--- src/rtl/alu_op_sequencer_pkg.sv ---
// Shared state encoding, default operand width and LED phase codes for the ALU front-end.
// Pure declarations: no latency, no flow control.
package alu_op_sequencer_pkg;

  localparam int W_DEF = 8;

  typedef enum logic [2:0] {
    S_A    = 3'd0,
    S_B    = 3'd1,
    S_OP   = 3'd2,
    S_EXEC = 3'd3,
    S_SHOW = 3'd4
  } state_e;

  localparam logic [2:0] PHASE_A    = 3'b001;
  localparam logic [2:0] PHASE_B    = 3'b010;
  localparam logic [2:0] PHASE_OP   = 3'b100;
  localparam logic [2:0] PHASE_NONE = 3'b000;

endpackage

--- src/rtl/alu_op_sequencer_button_debounce.sv ---
// Pushbutton synchronizer + debouncer producing a one-cycle press pulse on an accepted rising edge.
// Latency DEBOUNCE_CYCLES+2 cycles from raw edge to pulse; no backpressure, pulses are not queued.
module button_debounce #(
  parameter int DEBOUNCE_CYCLES = 500000
) (
  input  logic clk,
  input  logic rst,
  input  logic raw,
  output logic press
);

  localparam int CW = (DEBOUNCE_CYCLES > 1) ? $clog2(DEBOUNCE_CYCLES) : 1;
  localparam logic [CW-1:0] CNT_LAST = CW'(DEBOUNCE_CYCLES - 1);

  logic          sync1_q, sync2_q;
  logic          level_q, level_d;
  logic          press_q, press_d;
  logic [CW-1:0] cnt_q, cnt_d;

  // Counter only runs while the synchronized input disagrees with the accepted level.
  always_comb begin
    cnt_d   = '0;
    level_d = level_q;
    press_d = 1'b0;
    if (sync2_q != level_q) begin
      if (cnt_q == CNT_LAST) begin
        level_d = sync2_q;
        press_d = sync2_q;
      end else begin
        cnt_d = cnt_q + 1'b1;
      end
    end
  end

  always_ff @(posedge clk) begin
    if (rst) begin
      sync1_q <= 1'b0;
      sync2_q <= 1'b0;
      level_q <= 1'b0;
      press_q <= 1'b0;
      cnt_q   <= '0;
    end else begin
      sync1_q <= raw;
      sync2_q <= sync1_q;
      level_q <= level_d;
      press_q <= press_d;
      cnt_q   <= cnt_d;
    end
  end

  assign press = press_q;

endmodule

--- src/rtl/alu_op_sequencer.sv ---
// Walks the user through A, B and op entry, drives the add/sub datapath and latches its result for display.
// Result latched one cycle after the op press is seen; no backpressure, presses outside valid phases are dropped.
module alu_op_sequencer
  import alu_op_sequencer_pkg::*;
#(
  parameter int DEBOUNCE_CYCLES = 500000,
  parameter int W               = W_DEF
) (
  input  logic         clk,
  input  logic         rst,
  input  logic         btn_next,
  input  logic [W-1:0] sw,
  input  logic         sel_sw,
  input  logic [W:0]   alu_res,
  output logic [W-1:0] op_a,
  output logic [W-1:0] op_b,
  output logic         op_sel,
  output logic [W:0]   disp_value,
  output logic [2:0]   phase,
  output logic         done
);

  logic press;

  button_debounce #(
    .DEBOUNCE_CYCLES(DEBOUNCE_CYCLES)
  ) u_debounce (
    .clk   (clk),
    .rst   (rst),
    .raw   (btn_next),
    .press (press)
  );

  state_e         state_q, state_d;
  logic [W-1:0]   op_a_q, op_a_d;
  logic [W-1:0]   op_b_q, op_b_d;
  logic           op_sel_q, op_sel_d;
  logic [W:0]     result_q, result_d;
  logic [W:0]     disp_q, disp_d;
  logic           done_q, done_d;

  always_comb begin
    state_d  = state_q;
    op_a_d   = op_a_q;
    op_b_d   = op_b_q;
    op_sel_d = op_sel_q;
    result_d = result_q;
    disp_d   = disp_q;
    done_d   = 1'b0;
    case (state_q)
      S_A: begin
        disp_d = {1'b0, sw};
        if (press) begin
          op_a_d  = sw;
          state_d = S_B;
        end
      end
      S_B: begin
        disp_d = {1'b0, sw};
        if (press) begin
          op_b_d  = sw;
          state_d = S_OP;
        end
      end
      S_OP: begin
        disp_d = {{W{1'b0}}, sel_sw};
        if (press) begin
          op_sel_d = sel_sw;
          state_d  = S_EXEC;
        end
      end
      // Operands have been stable for a full cycle, so alu_res has settled.
      S_EXEC: begin
        result_d = alu_res;
        done_d   = 1'b1;
        state_d  = S_SHOW;
      end
      S_SHOW: begin
        disp_d = result_q;
        if (press) begin
          op_a_d   = '0;
          op_b_d   = '0;
          op_sel_d = 1'b0;
          state_d  = S_A;
        end
      end
      default: state_d = S_A;
    endcase
  end

  always_ff @(posedge clk) begin
    if (rst) begin
      state_q  <= S_A;
      op_a_q   <= '0;
      op_b_q   <= '0;
      op_sel_q <= 1'b0;
      result_q <= '0;
      disp_q   <= '0;
      done_q   <= 1'b0;
    end else begin
      state_q  <= state_d;
      op_a_q   <= op_a_d;
      op_b_q   <= op_b_d;
      op_sel_q <= op_sel_d;
      result_q <= result_d;
      disp_q   <= disp_d;
      done_q   <= done_d;
    end
  end

  always_comb begin
    phase = PHASE_NONE;
    case (state_q)
      S_A:     phase = PHASE_A;
      S_B:     phase = PHASE_B;
      S_OP:    phase = PHASE_OP;
      default: phase = PHASE_NONE;
    endcase
  end

  assign op_a       = op_a_q;
  assign op_b       = op_b_q;
  assign op_sel     = op_sel_q;
  assign disp_value = disp_q;
  assign done       = done_q;

endmodule

--- config.mk ---
export PLATFORM = sky130hd
export DESIGN_NAME = alu_op_sequencer
export DESIGN_NICKNAME = d
export VERILOG_FILES = /design/src/rtl/alu_op_sequencer_pkg.sv /design/src/rtl/alu_op_sequencer_button_debounce.sv /design/src/rtl/alu_op_sequencer.sv
export SDC_FILE = /design/constraint.sdc
export NUM_CORES = 1
export LEC_CHECK = 0
export ABC_AREA = 1
export CAP_MARGIN = 30
export CORE_UTILIZATION = 34
export DETAILED_ROUTE_END_ITERATION = 8
export HOLD_SLACK_MARGIN = 0.06
export MAX_ROUTING_LAYER = met4
export PLACE_DENSITY_LB_ADDON = 0.12
export SETUP_SLACK_MARGIN = 0.4
export SLEW_MARGIN = 20
export SYNTH_ARGS = -nofsm -noshare
export SYNTH_HDL_FRONTEND = slang
export SYNTH_HIERARCHICAL = 1
export SYNTH_SLANG_ARGS = --single-unit
--- constraint.sdc ---
create_clock -name clk -period 1.3 [get_ports clk]
set_input_delay 0.13 -clock clk [delete_from_list [all_inputs] [get_ports clk]]
set_output_delay 0.13 -clock clk [all_outputs]
set_load 0.005 [all_outputs]
==> impl_metrics.toml, run 1 <==
[outcome]
outcome = "finished, violations left"
violations = "negative setup slack"

[setup_path]
worstPathArrival_ps = 1620
cp.required_ps = 1570
crit_family = "buffers and inverters"
start_kind = "flop"
crit_type = "reg -> reg"
crit_buf_inv = 4
crit_path_cell_trace = "buf_6, inv_4, nand2_4, buf_6, nor2_4, buf_12, o21ai_0, a21oi_2"
slowest_delay_ps = 360
cp_common_cell = "buf_6"
cpMaxStageDelayCell = "dfxtp_4"
worst-path-max-fanout = 8
end_kind = "flop"

[timing]
setup_viol = 8
finalHoldViolations = 0
rsz0062_at_grt = "true"
fmax_mhz = 744
skew_ps = 12.3
fin_tns_setup_ps = -199
fin_crit_sh = 1.03
final_max_slew_viol_count = 0
worst_pin_slew_ps = 279
finalCriticalPeriod_ps = 1340
setup_ws_ps = -44.6
hold_ws_ps = 323
maxSlewHeadroom = 0.814

[detailed_routing]
vias = 3031
antenna_left = 0
wire_per_inst_um = 13.8
vias_per_cell = 4.90
wirelength_mm = 8.50
drt-initial-drc-count = 64
drcViolationCount = 0
drt-pass1-iter-count = 5

[clocking]
path_clk_slew_ps = 70
cts_inserted_buffers = 9
tritoncts = "yes"
cts_buffer_depth = 2
htreeDepth = 3
clk_latency_ps = 340
cts_root_buf = "clkbuf_8"
cts.sinks = 62

[power_and_ir_drop]
switchingPower_uw = 858
combPwrFrac = 0.055
netSwitchingFraction = 0.212
leakage_nw = 1.95
worst_ir_drop_vdd_v = 0.000626
p_clk_frac = 0.472
powerDensity_nw_per_um2 = 830
seq_power_share = 0.474
p_int_mw = 3.19

[synth]
synth_top_area_cell = "dfxtp_1"
synth.distinct_cells = 29
postSynthAreaPerCell_um2 = 7.16
synth_area_um2 = 2830
yosys.area.top_type_share = 0.439
synth_fa_ha_area_frac = 0.00443
syn-num-nets = 417
synth_simple_gate_area_share = 0.329
synthXorXnorAreaFrac = 0.0155
yosysWarnings = 6
ys_top_cells_by_area = "dfxtp_1, nor2_1, nand2_1"
synth_top_family_by_area = "simple AND/OR/NAND/NOR gates"
netlist_instances = 395
ys_ff_latch = 62
ys_seq_area_frac = 0.439
synth_compound_area_frac = 0.130
synth.area.mux_share = 0

[floorplanning]
die_h_um = 93.2
dieArea_um2 = 8680
start_util = 0.358
die_width_um = 93.2
rows = 32
core_area_um2 = 7890
ioPinCount = 51

[cells_and_area]
fin_nets = 534
antenna_cells = 0
drive_gt1_frac = 0.548
instances_no_fill = 618
area_delta_synth_final_pct = 72.5

[placement]
hpwlAfterDp_mm = 5.22
portBuffers = 50
placed_cells = 560
gp_congestion = 0.772

[grt]
grt_max_degree = 35
grt_overflow_total = 0
grt_pass1_vias = 2898
antenna_found_initial = 0
grt_pass1_wl_mm = 13.0
track_usage = 0.197

[flow_run]
max-cap-violations = 0

[worst_hold_path]
hold_class = "in -> reg"
[metal layers]
layer | global-route usage | up-vias | wire [um]
met5 | - | - | 0
met4 | 0.0782 | 0 | 221
met3 | 0.0504 | 24 | 299
met2 | 0.330 | 59 | 4410
met1 | 0.227 | 1435 | 3560
li1 | - | 1513 | -
[stage by stage]
stage / worst slack (ps) / total power [mW] / cell area (um2) / util
after floorplan: 168 / 2.03 / 3090 / -
after global placement: -40.1 / 2.16 / 3810 / 0.484
after detailed placement: -73.3 / 2.16 / 3810 / 0.484
after CTS: 7.58 / 4.08 / 4390 / 0.557
after global routing: -87.4 / 4.21 / 4880 / 0.618
final: -44.6 / 4.05 / 4880 / 0.618
[state kept, by name, summed over array words and instances (netlist names)]
name	count
u_debounce/level_q	1
u_debounce/sync2_q	1
op_sel	1
u_debounce/sync1_q	1
op_a	8
result_q	9
u_debounce/cnt_q	19
u_debounce/press	1
state_q	3
done	1
disp_value	9
op_b	8
[final cells by class]
cell class              count  area, um2
multi-input cells         286       1970
fillers                   668       3010
well taps                 102        128
flip-flops and latches     62       1310
repair inverters            1       7.51
inverters                  38        158
clock inverters             4       70.1
repair buffers            114       1080
clock buffers              11        151
[Yosys cell counts, drive strengths merged]
cell type	instances
clkbuf	3
ha	1
nor3	4
buf	9
a211oi	1
nor2	86
o21ai	27
dfxtp	62
nand4	2
xor2	4
a22oi	7
a21oi	32
or2	2
nand3b	1
inv	38
nand3	34
nand2	81
xnor2	1
[worst paths after layout]
kind	start	endpoint	slack [ps]	cells past startpoint
min reg2reg	u_debounce/sync1_q	u_debounce/sync2_q	420	2
max reg2reg	state_q[0]	op_a[7]	-40	8
max	state_q[0]	op_a[7]	-40	8
min	btn_next	u_debounce/sync1_q	320	3
[repair_timing]
action,4_1_cts,5_1_grt
setup endpoints to repair,90,90
pin swaps,15,27
cloned,3,2
hold buffers,0,0
endpoints found under the hold margin,0,0
buffers inserted,25,13
resized for setup,205,94
[kinds of logic after synthesis]
| family | Yosys count |
|---|---|
| AOI/OAI and AO/OA | 67 |
| DFF | 62 |
| and+or+nand+nor | 210 |
| adders and majority gates | 1 |
| xor gates and xnor gates | 5 |
| buffers and inverters | 50 |
[worst min-delay path, cell delays in order]
cell	delay, ps
clkdlybuf4s50_1	400
inv_1	60
nor2_1	40
[layout by cell type (no fill, tap or decap), drive strengths merged, types with 4 or more instances in the layout]
master and instances:
buf 93, xor2 4, nor3 4, a22oi 7, a21oi 32, nand3 34, clkbuf 12, dfxtp 62
inv 38, nand2 84, o21ai 27, clkdlybuf4s50 20, nor2 86
[power by group through the flow]
stage	Sequential [mW]	Combinational, mW	Clock, mW
6_report	1.92	0.222	1.91
5_1_grt	1.92	0.239	2.05
4_1_cts	1.92	0.192	1.96
3_5_place_dp	1.96	0.193	0
3_3_place_gp	1.96	0.193	0
2_1_floorplan	1.96	0.0667	0
Power figures use the tool's default switching activity.
==> run 2: changes to the inputs <==
--- a/config.mk
+++ b/config.mk
@@ -7,7 +7,7 @@
 export LEC_CHECK = 0
 export ABC_AREA = 1
 export CAP_MARGIN = 30
-export CORE_UTILIZATION = 34
+export CORE_UTILIZATION = 40
 export DETAILED_ROUTE_END_ITERATION = 8
 export HOLD_SLACK_MARGIN = 0.06
 export MAX_ROUTING_LAYER = met4
@@ -16,5 +16,4 @@
 export SLEW_MARGIN = 20
 export SYNTH_ARGS = -nofsm -noshare
 export SYNTH_HDL_FRONTEND = slang
-export SYNTH_HIERARCHICAL = 1
 export SYNTH_SLANG_ARGS = --single-unit
==> run 2 against run 1 <==
The flow finishes with violations (design-rule violations, negative setup slack). Routed wire length grew 2.7%. Critical endpoint is now op_b[0]. Via count shrank 1.6%. Clock-buffer cell count decreased by 2. Synthesized cell count down 3.3%. Sequential share of layout area is 0.95 points higher. Sequential power hardly changed. Hold slack got worse by 170 ps.
==> impl_metrics.toml, run 2 <==
[detailed_routing]
vias_per_cell = 5.00
drt-initial-drc-count = 198
wirelength_mm = 8.73
antenna_left = 0
drcViolationCount = 17
vias = 2983
drt-pass1-iter-count = 6
wire_per_inst_um = 14.6

[grt]
track_usage = 0.234
grt_overflow_total = 0
grt_pass1_wl_mm = 12.6
grt_pass1_vias = 2771
grt_max_degree = 33
antenna_found_initial = 0

[power_and_ir_drop]
leakage_nw = 1.96
switchingPower_uw = 958
p_clk_frac = 0.441
worst_ir_drop_vdd_v = 0.000557
netSwitchingFraction = 0.246
powerDensity_nw_per_um2 = 827
combPwrFrac = 0.066
seq_power_share = 0.493
p_int_mw = 2.93
power_mw = 3.89

[setup_path]
slowest_delay_ps = 390
cpMaxStageDelayCell = "dfxtp_4"
cp_common_cell = "nor2_1"
crit_path_cell_trace = "buf_4, nand3_2, inv_2, o21ai_4, inv_4, nor2_1, nor2_1"
end_kind = "flop"
start_kind = "flop"
cp.required_ps = 1540
worst-path-max-fanout = 8
crit_type = "reg -> reg"
worstPathArrival_ps = 1620

[clocking]
ctsHoldBuffers = 0
cts.sinks = 62
path_clk_slew_ps = 80
cts_inserted_buffers = 9
clk_latency_ps = 340
cts_buffer_depth = 2
tritoncts = "yes"
htreeDepth = 3
cts_root_buf = "clkbuf_8"

[synth]
netlist_instances = 382
yosys-top-cells-count = "nor2_1, nand2_1, dfxtp_1"
synth-edff-count = 0
yosysWarnings = 0
async_flop_share = 0
yosysMostFrequentCell = "nor2_1"
postSynthAreaPerCell_um2 = 7.13
ys_top_cells_by_area = "dfxtp_1, nor2_1, nand2_1"
ys_seq_area_frac = 0.456
synth_top_area_cell = "dfxtp_1"
synth_area_um2 = 2720
yosys.area.top_type_share = 0.456
synth_ff_type = "dfxtp_1"
syn-num-nets = 404
synth.distinct_cells = 29
ys_ff_latch = 62

[cells_and_area]
antenna_cells = 0
fin_nets = 537
fin_area_um2 = 4700
regMostFlops = "u_debounce.cnt_q"
area_delta_synth_final_pct = 72.6
instances_no_fill = 597
fill_cells = 469
layout_commonest_cell = "nand2_1"
final_util = 0.728
drive_gt1_frac = 0.537
layout_common_cells = "nand2_1, nor2_1, buf_4, dfxtp_2, inv_1"
largest_reg_flops = 19

[placement]
hpwlAfterDp_mm = 4.93
placed_cell_area_um2 = 3660
pre_cts_ws_ps = -54.2
placed_cells = 535
gp_congestion = 0.836
portBuffers = 50

[floorplanning]
dieArea_um2 = 7140
die_h_um = 84.5
core_area_um2 = 6460
die_width_um = 84.5
rows = 29
ioPinCount = 51
start_util = 0.422

[worst_hold_path]
hold_class = "in -> reg"

[timing]
fmax_mhz = 727
maxSlewHeadroom = 0.763
skew_ps = 9.10
fin_crit_sh = 1.06
finalHoldViolations = 0
finalCriticalPeriod_ps = 1380
worst_pin_slew_ps = 355
rsz0062_at_grt = "true"
final_max_slew_viol_count = 0
setup_viol = 33
setup_ws_ps = -75.4

[outcome]
outcome = "finished, violations left"
violations = "design-rule violations, negative setup slack"

[flow_run]
max-cap-violations = 0
## run 2: logic make-up after synthesis
family,synth area share
DFF,0.456
adders and majority gates,0.00459
AOI/OAI and AO/OA,0.137
and+or+nand+nor,0.273
xor gates and xnor gates,0.0354
buffers and inverters,0.0942
## run 2: area by class of cell
cell class	instances	area (um2)	share of cell area
Sequential cell	62	1310	0.278
Tap cell	77	96.3	0.0205
Multi-Input combinational cell	259	1670	0.356
Timing Repair inverter	1	7.51	0.00160
Timing Repair Buffer	129	1190	0.253
Clock buffer	9	124	0.0264
Inverter	53	229	0.0487
Clock inverter	7	73.8	0.0157
## run 2: final timing paths
path / endpoint / depth (start not counted) / slack, ps / from
worst min register to register: u_debounce.sync2_q / 2 / 400 / u_debounce.sync1_q
worst max register to register: op_b[0] / 7 / -80 / state_q[0]
worst min-delay path: state_q[2] / 3 / 160 / rst
worst max-delay path: op_b[0] / 7 / -80 / state_q[0]
## run 2: critical path: cells and delay by family (launching register included)
family / cells / cell delay (ps)
AND/OR/NAND/NOR: 3 / 280
AO/OA/AOI/OAI: 1 / 290
flip-flops: 1 / 390
buffers and inverters: 3 / 310
## run 2: power groups by stage
stage	Sequential (mW)	Clock (mW)	Combinational, mW
2_1_floorplan	1.96	0	0.0726
3_3_place_gp	1.97	0	0.199
3_5_place_dp	1.97	0	0.202
4_1_cts	1.92	1.73	0.213
5_1_grt	1.92	1.82	0.275
6_report	1.92	1.71	0.257
## run 2: through the flow
step | TNS (ps) | hold slack (ps)
after floorplan | -216 | 237
after global placement | -28.2 | 389
after detailed placement | -859 | 396
after CTS | -135 | 314
after global routing | -2520 | 182
final | -831 | 156
## run 2: what timing repair did
item                                    4_1_cts  5_1_grt
buffers inserted                             19       21
pin swaps                                    19       28
resized for setup                           213       95
endpoints found under the setup margin       87       89
cloned                                        3        3
## run 2: per-layer routing
| layer | wire length [um] | vias up | GRT usage |
|---|---|---|---|
| met2 | 4510 | 87 | 0.395 |
| met4 | 305 | 0 | 0.111 |
| met3 | 481 | 27 | 0.0472 |
| met5 | 0 | - | - |
| met1 | 3430 | 1399 | 0.265 |
| li1 | - | 1470 | - |
==> run 3: changes to the inputs <==
--- a/config.mk
+++ b/config.mk
@@ -8,6 +8,7 @@
 export ABC_AREA = 1
 export CAP_MARGIN = 30
 export CORE_UTILIZATION = 40
+export CTS_CLUSTER_DIAMETER = 120
 export DETAILED_ROUTE_END_ITERATION = 8
 export HOLD_SLACK_MARGIN = 0.06
 export MAX_ROUTING_LAYER = met4
==> results of run 3 <==
Final layout, timing and power as in run 2 (identical DEF).
